--- src/rtl/reg_dump_pkg.sv ---
// Shared constants and state encoding for the register-file dump engine.
package reg_dump_pkg;
  localparam int DATA_WIDTH = 32;
  localparam int ADDR_WIDTH = 5;
  localparam int NUM_REGS   = 2**ADDR_WIDTH;
  localparam int CSUM_ADDR  = 0;

  typedef enum logic [1:0] {
    S_IDLE,
    S_RUN,
    S_CSUM,
    S_DRAIN
  } state_e;
endpackage

--- src/rtl/reg_dump_obuf.sv ---
// Single output register stage with valid/ready hold; loads whenever empty or being drained.
module reg_dump_obuf
  import reg_dump_pkg::*;
#(
  parameter int DW = DATA_WIDTH,
  parameter int AW = ADDR_WIDTH
) (
  input  logic          clk,
  input  logic          rst,
  input  logic          load_req,
  input  logic [AW-1:0] in_addr,
  input  logic [DW-1:0] in_data,
  input  logic          in_last,
  input  logic          in_csum,
  output logic          load_en,
  input  logic          out_ready,
  output logic          out_valid,
  output logic [AW-1:0] out_addr,
  output logic [DW-1:0] out_data,
  output logic          out_last,
  output logic          out_csum
);
  logic          valid_q, valid_d;
  logic [AW-1:0] addr_q, addr_d;
  logic [DW-1:0] data_q, data_d;
  logic          last_q, last_d;
  logic          csum_q, csum_d;

  assign load_en = !valid_q || out_ready;

  always_comb begin
    valid_d = valid_q;
    addr_d  = addr_q;
    data_d  = data_q;
    last_d  = last_q;
    csum_d  = csum_q;
    // A free slot either takes a new beat or goes empty; a stalled beat is untouched.
    if (load_en) begin
      valid_d = load_req;
      if (load_req) begin
        addr_d = in_addr;
        data_d = in_data;
        last_d = in_last;
        csum_d = in_csum;
      end
    end
  end

  always_ff @(posedge clk) begin
    if (!rst) begin
      valid_q <= 1'b0;
      addr_q  <= '0;
      data_q  <= '0;
      last_q  <= 1'b0;
      csum_q  <= 1'b0;
    end else begin
      valid_q <= valid_d;
      addr_q  <= addr_d;
      data_q  <= data_d;
      last_q  <= last_d;
      csum_q  <= csum_d;
    end
  end

  assign out_valid = valid_q;
  assign out_addr  = addr_q;
  assign out_data  = data_q;
  assign out_last  = last_q;
  assign out_csum  = csum_q;
endmodule

--- src/rtl/reg_dump.sv ---
// Register-file dump engine: walks lo..hi (with wrap) and streams {addr,data} beats.
// Define REG_DUMP_CSUM_EN to append a trailing checksum beat.
module reg_dump #(
  parameter int DATA_WIDTH = reg_dump_pkg::DATA_WIDTH,
  parameter int ADDR_WIDTH = reg_dump_pkg::ADDR_WIDTH
) (
  input  logic                  clk,
  input  logic                  rst,
  input  logic                  start,
  input  logic [ADDR_WIDTH-1:0] lo_addr,
  input  logic [ADDR_WIDTH-1:0] hi_addr,
  output logic [ADDR_WIDTH-1:0] raddr,
  input  logic [DATA_WIDTH-1:0] rdata,
  output logic                  out_valid,
  input  logic                  out_ready,
  output logic [ADDR_WIDTH-1:0] out_addr,
  output logic [DATA_WIDTH-1:0] out_data,
  output logic                  out_last,
  output logic                  out_csum,
  output logic                  busy,
  output logic                  done
);
  import reg_dump_pkg::*;

  state_e                  state_q, state_d;
  logic [ADDR_WIDTH-1:0]   cur_q, cur_d;
  logic [ADDR_WIDTH-1:0]   hi_q, hi_d;
  logic                    done_q, done_d;
  logic                    load_req, load_en, beat_last, beat_csum;
  logic [ADDR_WIDTH-1:0]   beat_addr;
  logic [DATA_WIDTH-1:0]   beat_data;
`ifdef REG_DUMP_CSUM_EN
  logic [DATA_WIDTH-1:0]   csum_q, csum_d;
`endif

  always_comb begin
    state_d   = state_q;
    cur_d     = cur_q;
    hi_d      = hi_q;
    done_d    = 1'b0;
    load_req  = 1'b0;
    beat_addr = '0;
    beat_data = '0;
    beat_last = 1'b0;
    beat_csum = 1'b0;
`ifdef REG_DUMP_CSUM_EN
    csum_d    = csum_q;
`endif
    case (state_q)
      S_IDLE: begin
        if (start) begin
          cur_d   = lo_addr;
          hi_d    = hi_addr;
          state_d = S_RUN;
`ifdef REG_DUMP_CSUM_EN
          csum_d  = '0;
`endif
        end
      end
      S_RUN: begin
        load_req  = 1'b1;
        beat_addr = cur_q;
        beat_data = rdata;
`ifndef REG_DUMP_CSUM_EN
        beat_last = (cur_q == hi_q);
`endif
        if (load_en) begin
`ifdef REG_DUMP_CSUM_EN
          csum_d = csum_q + rdata;
`endif
          // Counter wraps naturally at 2**ADDR_WIDTH, which covers lo > hi.
          if (cur_q == hi_q) begin
`ifdef REG_DUMP_CSUM_EN
            state_d = S_CSUM;
`else
            state_d = S_DRAIN;
`endif
          end else begin
            cur_d = cur_q + ADDR_WIDTH'(1);
          end
        end
      end
`ifdef REG_DUMP_CSUM_EN
      S_CSUM: begin
        load_req  = 1'b1;
        beat_addr = ADDR_WIDTH'(CSUM_ADDR);
        beat_data = csum_q;
        beat_last = 1'b1;
        beat_csum = 1'b1;
        if (load_en) state_d = S_DRAIN;
      end
`endif
      S_DRAIN: begin
        if (out_valid && out_ready) begin
          done_d  = 1'b1;
          state_d = S_IDLE;
        end
      end
      default: state_d = S_IDLE;
    endcase
  end

  always_ff @(posedge clk) begin
    if (!rst) begin
      state_q <= S_IDLE;
      cur_q   <= '0;
      hi_q    <= '0;
      done_q  <= 1'b0;
`ifdef REG_DUMP_CSUM_EN
      csum_q  <= '0;
`endif
    end else begin
      state_q <= state_d;
      cur_q   <= cur_d;
      hi_q    <= hi_d;
      done_q  <= done_d;
`ifdef REG_DUMP_CSUM_EN
      csum_q  <= csum_d;
`endif
    end
  end

  assign raddr = (state_q == S_RUN) ? cur_q : '0;
  assign busy  = (state_q != S_IDLE);
  assign done  = done_q;

  reg_dump_obuf #(
    .DW(DATA_WIDTH),
    .AW(ADDR_WIDTH)
  ) u_obuf (
    .clk      (clk),
    .rst      (rst),
    .load_req (load_req),
    .in_addr  (beat_addr),
    .in_data  (beat_data),
    .in_last  (beat_last),
    .in_csum  (beat_csum),
    .load_en  (load_en),
    .out_ready(out_ready),
    .out_valid(out_valid),
    .out_addr (out_addr),
    .out_data (out_data),
    .out_last (out_last),
    .out_csum (out_csum)
  );
endmodule

--- config.mk ---
export PLATFORM = sky130hd
export DESIGN_NAME = reg_dump
export DESIGN_NICKNAME = d
export VERILOG_FILES = /design/src/rtl/reg_dump_pkg.sv /design/src/rtl/reg_dump_obuf.sv /design/src/rtl/reg_dump.sv
export SDC_FILE = /design/constraint.sdc
export NUM_CORES = 1
export LEC_CHECK = 0
export ABC_AREA = 1
export BUFFER_PORTS_ARGS = -buffer_cell sky130_fd_sc_hd__buf_2
export CELL_PAD_IN_SITES_DETAIL_PLACEMENT = 2
export CELL_PAD_IN_SITES_GLOBAL_PLACEMENT = 2
export CORE_MARGIN = 3
export CORE_UTILIZATION = 26
export DETAILED_ROUTE_END_ITERATION = 6
export PLACE_DENSITY_LB_ADDON = 0.1
export SYNTH_ARGS = -nofsm -noshare
export SYNTH_HDL_FRONTEND = slang
export SYNTH_SLANG_ARGS = --single-unit
--- constraint.sdc ---
create_clock -name clk -period 3.9 [get_ports clk]
set_clock_uncertainty 0.05 [all_clocks]
set_input_delay 0.975 -clock clk [delete_from_list [all_inputs] [get_ports clk]]
set_output_delay 0.975 -clock clk [all_outputs]
set_load 0.1 [all_outputs]
==> results.txt <==
----------------------------------------------------
[Die]
  Floorplan die area ... 9338 sq um
  # IOs ... 93
  Number of standard-cell rows in the floorplan ... 32
  Initial core utilization ... 0.2722
  Core footprint ... 7848 sq um
  Die Height ... 96.64 um
  Die X ... about 97 um

[Layout]
  Finished Core Util ... 0.3503
  Fraction of final layout cells sized beyond drive strength 1 ... 0.3029
  Fill count ... 994
  Layout net count ... 419
  Synthesis-to-layout area growth ... 28.71%
  Ant diodes ... 0
  Footprint of the flip-flops and latches ... 1041 sq um
  Multi-input gate area ... about 930 sq um

[Timing]
  RSZ-0062 raised after global routing ... false
  Transition time at the pin with the least slew margin ... 0.7543 ns
  Final TNS setup ... 0 ns
  Final min period ... 2.753 ns
  Fin. Hold Viols ... 0
  Final-report setup violation count ... 0
  F_max ... 0.3633 GHz
  Tcrit/Tclk final ... 0.7058
  Max-slew violation count ... 0
  Worst max-slew margin expressed relative to the limit ... 0.4964

[Global routing]
  Global router's overall resource usage ... 0.1459
  GRT Residual Overflow ... 0
  Number of antenna violations at the first check in global routing ... 0
  Global-route wire length before repair ... 11.24 mm
  Largest net degree at the start of global routing ... 47
  Vias in the first global route ... 2286

[CTS]
  Total number of H-tree levels ... 2
  Post-cts hold buffer count ... 0
  Maximum buffer depth of the clock tree ... 2
  Library cell used as clock root buffer ... clkbuf_8
  Gates resized, CTS repair ... 0
  Setup Fix Bufs, Post-CTS ... 0
  Number of sinks on the clock net ... 52
  Clock tree from TritonCTS ... done
  CTS Buf Count ... 5
  Clock network latency to the later pin of the worst-skew pair ... 0.30 ns
  Clk pin slew, worst setup/hold paths ... roughly 0.090 ns

[Worst setup path]
  Highest fanout seen on the critical path ... 12
  Type of element capturing the critical path ... output port
  FF-to-FF setup slack ... ~1.9 ns
  Data arrival, critical path ... around 1.7 ns
  Startpoint type of the worst setup path ... flop
  Type of the worst setup path ... reg -> out
  CP Data Required Time ... 2.87 ns

[Detailed routing]
  DRC violation count after routing ... 0
  Detailed router's first-iteration violation count ... 31
  DRT antenna net count ... 0
  Wire length after detailed routing ... about 6.7 mm
  Vias per inst ... around 4.6
  Length of the first detailed-routing pass in iterations ... 4
  Wirelength per Cell ... 14.07 um
  Total via count after detailed routing ... 2179

[Synth]
  Post-synth EDFFs ... 0
  Cell types with the highest counts after synthesis ... nor2_1, dfxtp_1, o21ai_0
  Largest cells by area after synthesis ... dfxtp_1, nor2_1, o21ai_0, nand2_1, a21oi_1
  Most common cell in the netlist ... nor2_1
  Cell variety after synth ... 24
  Syn_nets ... roughly 340
  Primary flip-flop cell chosen by synthesis mapping ... dfxtp_1
  Netlist area before placement ... 2136 sq um
  Library cell occupying the most area in the post-synthesis netlist ... dfxtp_1
  Synth warn ... 0
  Yosys top cell area share ... 0.4874
  Sequential area share after synthesis ... 0.4874
  Synth Area per Inst ... 7.365 sq um
  Gate count after technology mapping ... 290
  Fraction of synthesis flops using an asynchronous set or reset pin ... 0
  Post-synthesis sequential element count ... 52

[Outcome]
  Run status ... finished, final reports clean

[Flow run]
  Max cap viols ... 0

[Pwr]
  IR drop worst, VDD ... 0.0001695 V
  Combinational power share ... 0.344
  Power density relative to cell area ... 564.9 nW/um^2
  Leakage power ... 1.349 nW
  Sequential fraction of design power ... 0.396
  Switching Power ... 0.6489 mW
  Sw Share ... 0.4179
  Total internal power ... 0.9040 mW
  Clock Power Share ... 0.260

[Place]
  DP HPWL ... 4.929 mm
  Port Buffer Count ... 91
  GP Congestion ... 0.6976

[Hold path]
  Class of the tightest hold or removal check ... reg -> reg

----------------------------------------------------
==> final timing paths <==
| path | cells after the start | endpoint | start |
|---|---|---|---|
| hold / removal | 2 | hi_q[1]$_SDFFE_PN0P_ | hi_q[1]$_SDFFE_PN0P_ |
| setup / recovery | 3 | raddr[4] | state_q[0]$_SDFFE_PN0P_ |
| setup reg to reg | 6 | u_obuf.out_last$_SDFFE_PN0P_ | state_q[0]$_SDFFE_PN0P_ |
| hold reg to reg | 2 | hi_q[1]$_SDFFE_PN0P_ | hi_q[1]$_SDFFE_PN0P_ |
==> worst max-delay path, cell delays in order, from the launching register on <==
cell and delay [ns]:
dfxtp_1 0.42, nand2_1 0.33, nor2_1 0.23, buf_2 0.46
==> power groups by stage <==
stage | Clock [mW] | Combinational (mW) | Sequential [mW]
5_1_grt | 0.441 | 0.574 | 0.624
6_report | 0.403 | 0.534 | 0.615
3_5_place_dp | 0 | 0.542 | 0.628
4_1_cts | 0.419 | 0.543 | 0.617
3_3_place_gp | 0 | 0.531 | 0.627
2_1_floorplan | 0 | 0.180 | 0.887
==> cell type report <==
cell class	count	share of cell area
Sequential cell	52	0.3787
Multi-Input combinational cell	205	0.3400
Timing Repair Buffer	91	0.1657
Tap cell	102	0.04643
Clock buffer	7	0.03505
Inverter	17	0.02321
Clock inverter	1	0.01092
==> logic make-up after synthesis <==
logic type / Yosys count / synth area share
and+or+nand+nor: 145 / 0.2835
AOI/OAI and AO/OA: 58 / 0.1465
DFF: 52 / 0.4874
adders and majority gates: 1 / 0.005857
other: 1 / 0.001756
buffers and inverters: 33 / 0.07499
==> registers in the layout, indices dropped and copies added (netlist names) <==
signal and flops:
cur_q 5, u_obuf.out_last 1, u_obuf.out_data 32, hi_q 5
done 1, state_q 2, u_obuf.out_valid 1, u_obuf.out_addr 5
==> per-layer routing <==
metal | share of wire | vias up | track usage
met5 | 0 | - | 0
li1 | - | 1078 | -
met3 | 0.054 | 4 | 0.04037
met4 | 0.0082 | 0 | 0.03564
met1 | 0.44 | 1040 | 0.1790
met2 | 0.50 | 57 | 0.2527
==> per-stage QoR <==
stage / std cells / hold slack [ns] / setup slack, ns / instance area [sq um] / power [mW]
after detailed placement: 467 / 0.4213 / 1.237 / 2623 / 1.170
final: 475 / 0.4359 / 1.147 / 2749 / 1.553
after floorplan: 290 / 0.3937 / 0.9894 / 2136 / 1.067
after CTS: 475 / 0.4410 / 1.087 / 2749 / 1.579
after global placement: 467 / 0.4082 / 1.329 / 2623 / 1.158
after global routing: 475 / 0.4621 / 0.9784 / 2749 / 1.640
==> layout by cell type, fill, tap and decap left out <==
cell / count
inv_1: 14
bufinv_16: 1
nor3_1: 2
a211oi_2: 2
nand3b_1: 1
a21oi_1: 13
buf_2: 91
a211oi_1: 3
nand2_4: 2
dfxtp_1: 52
clkbuf_8: 7
nor2_1: 89
ha_1: 1
nand3_2: 1
nand2_2: 1
or2_2: 1
nor2_4: 2
o21ai_0: 40
nand2_1: 37
inv_2: 3
nand3_1: 7
nor2_2: 2
conb_1: 1
No activity file was read; power rests on OpenSTA's default activity.
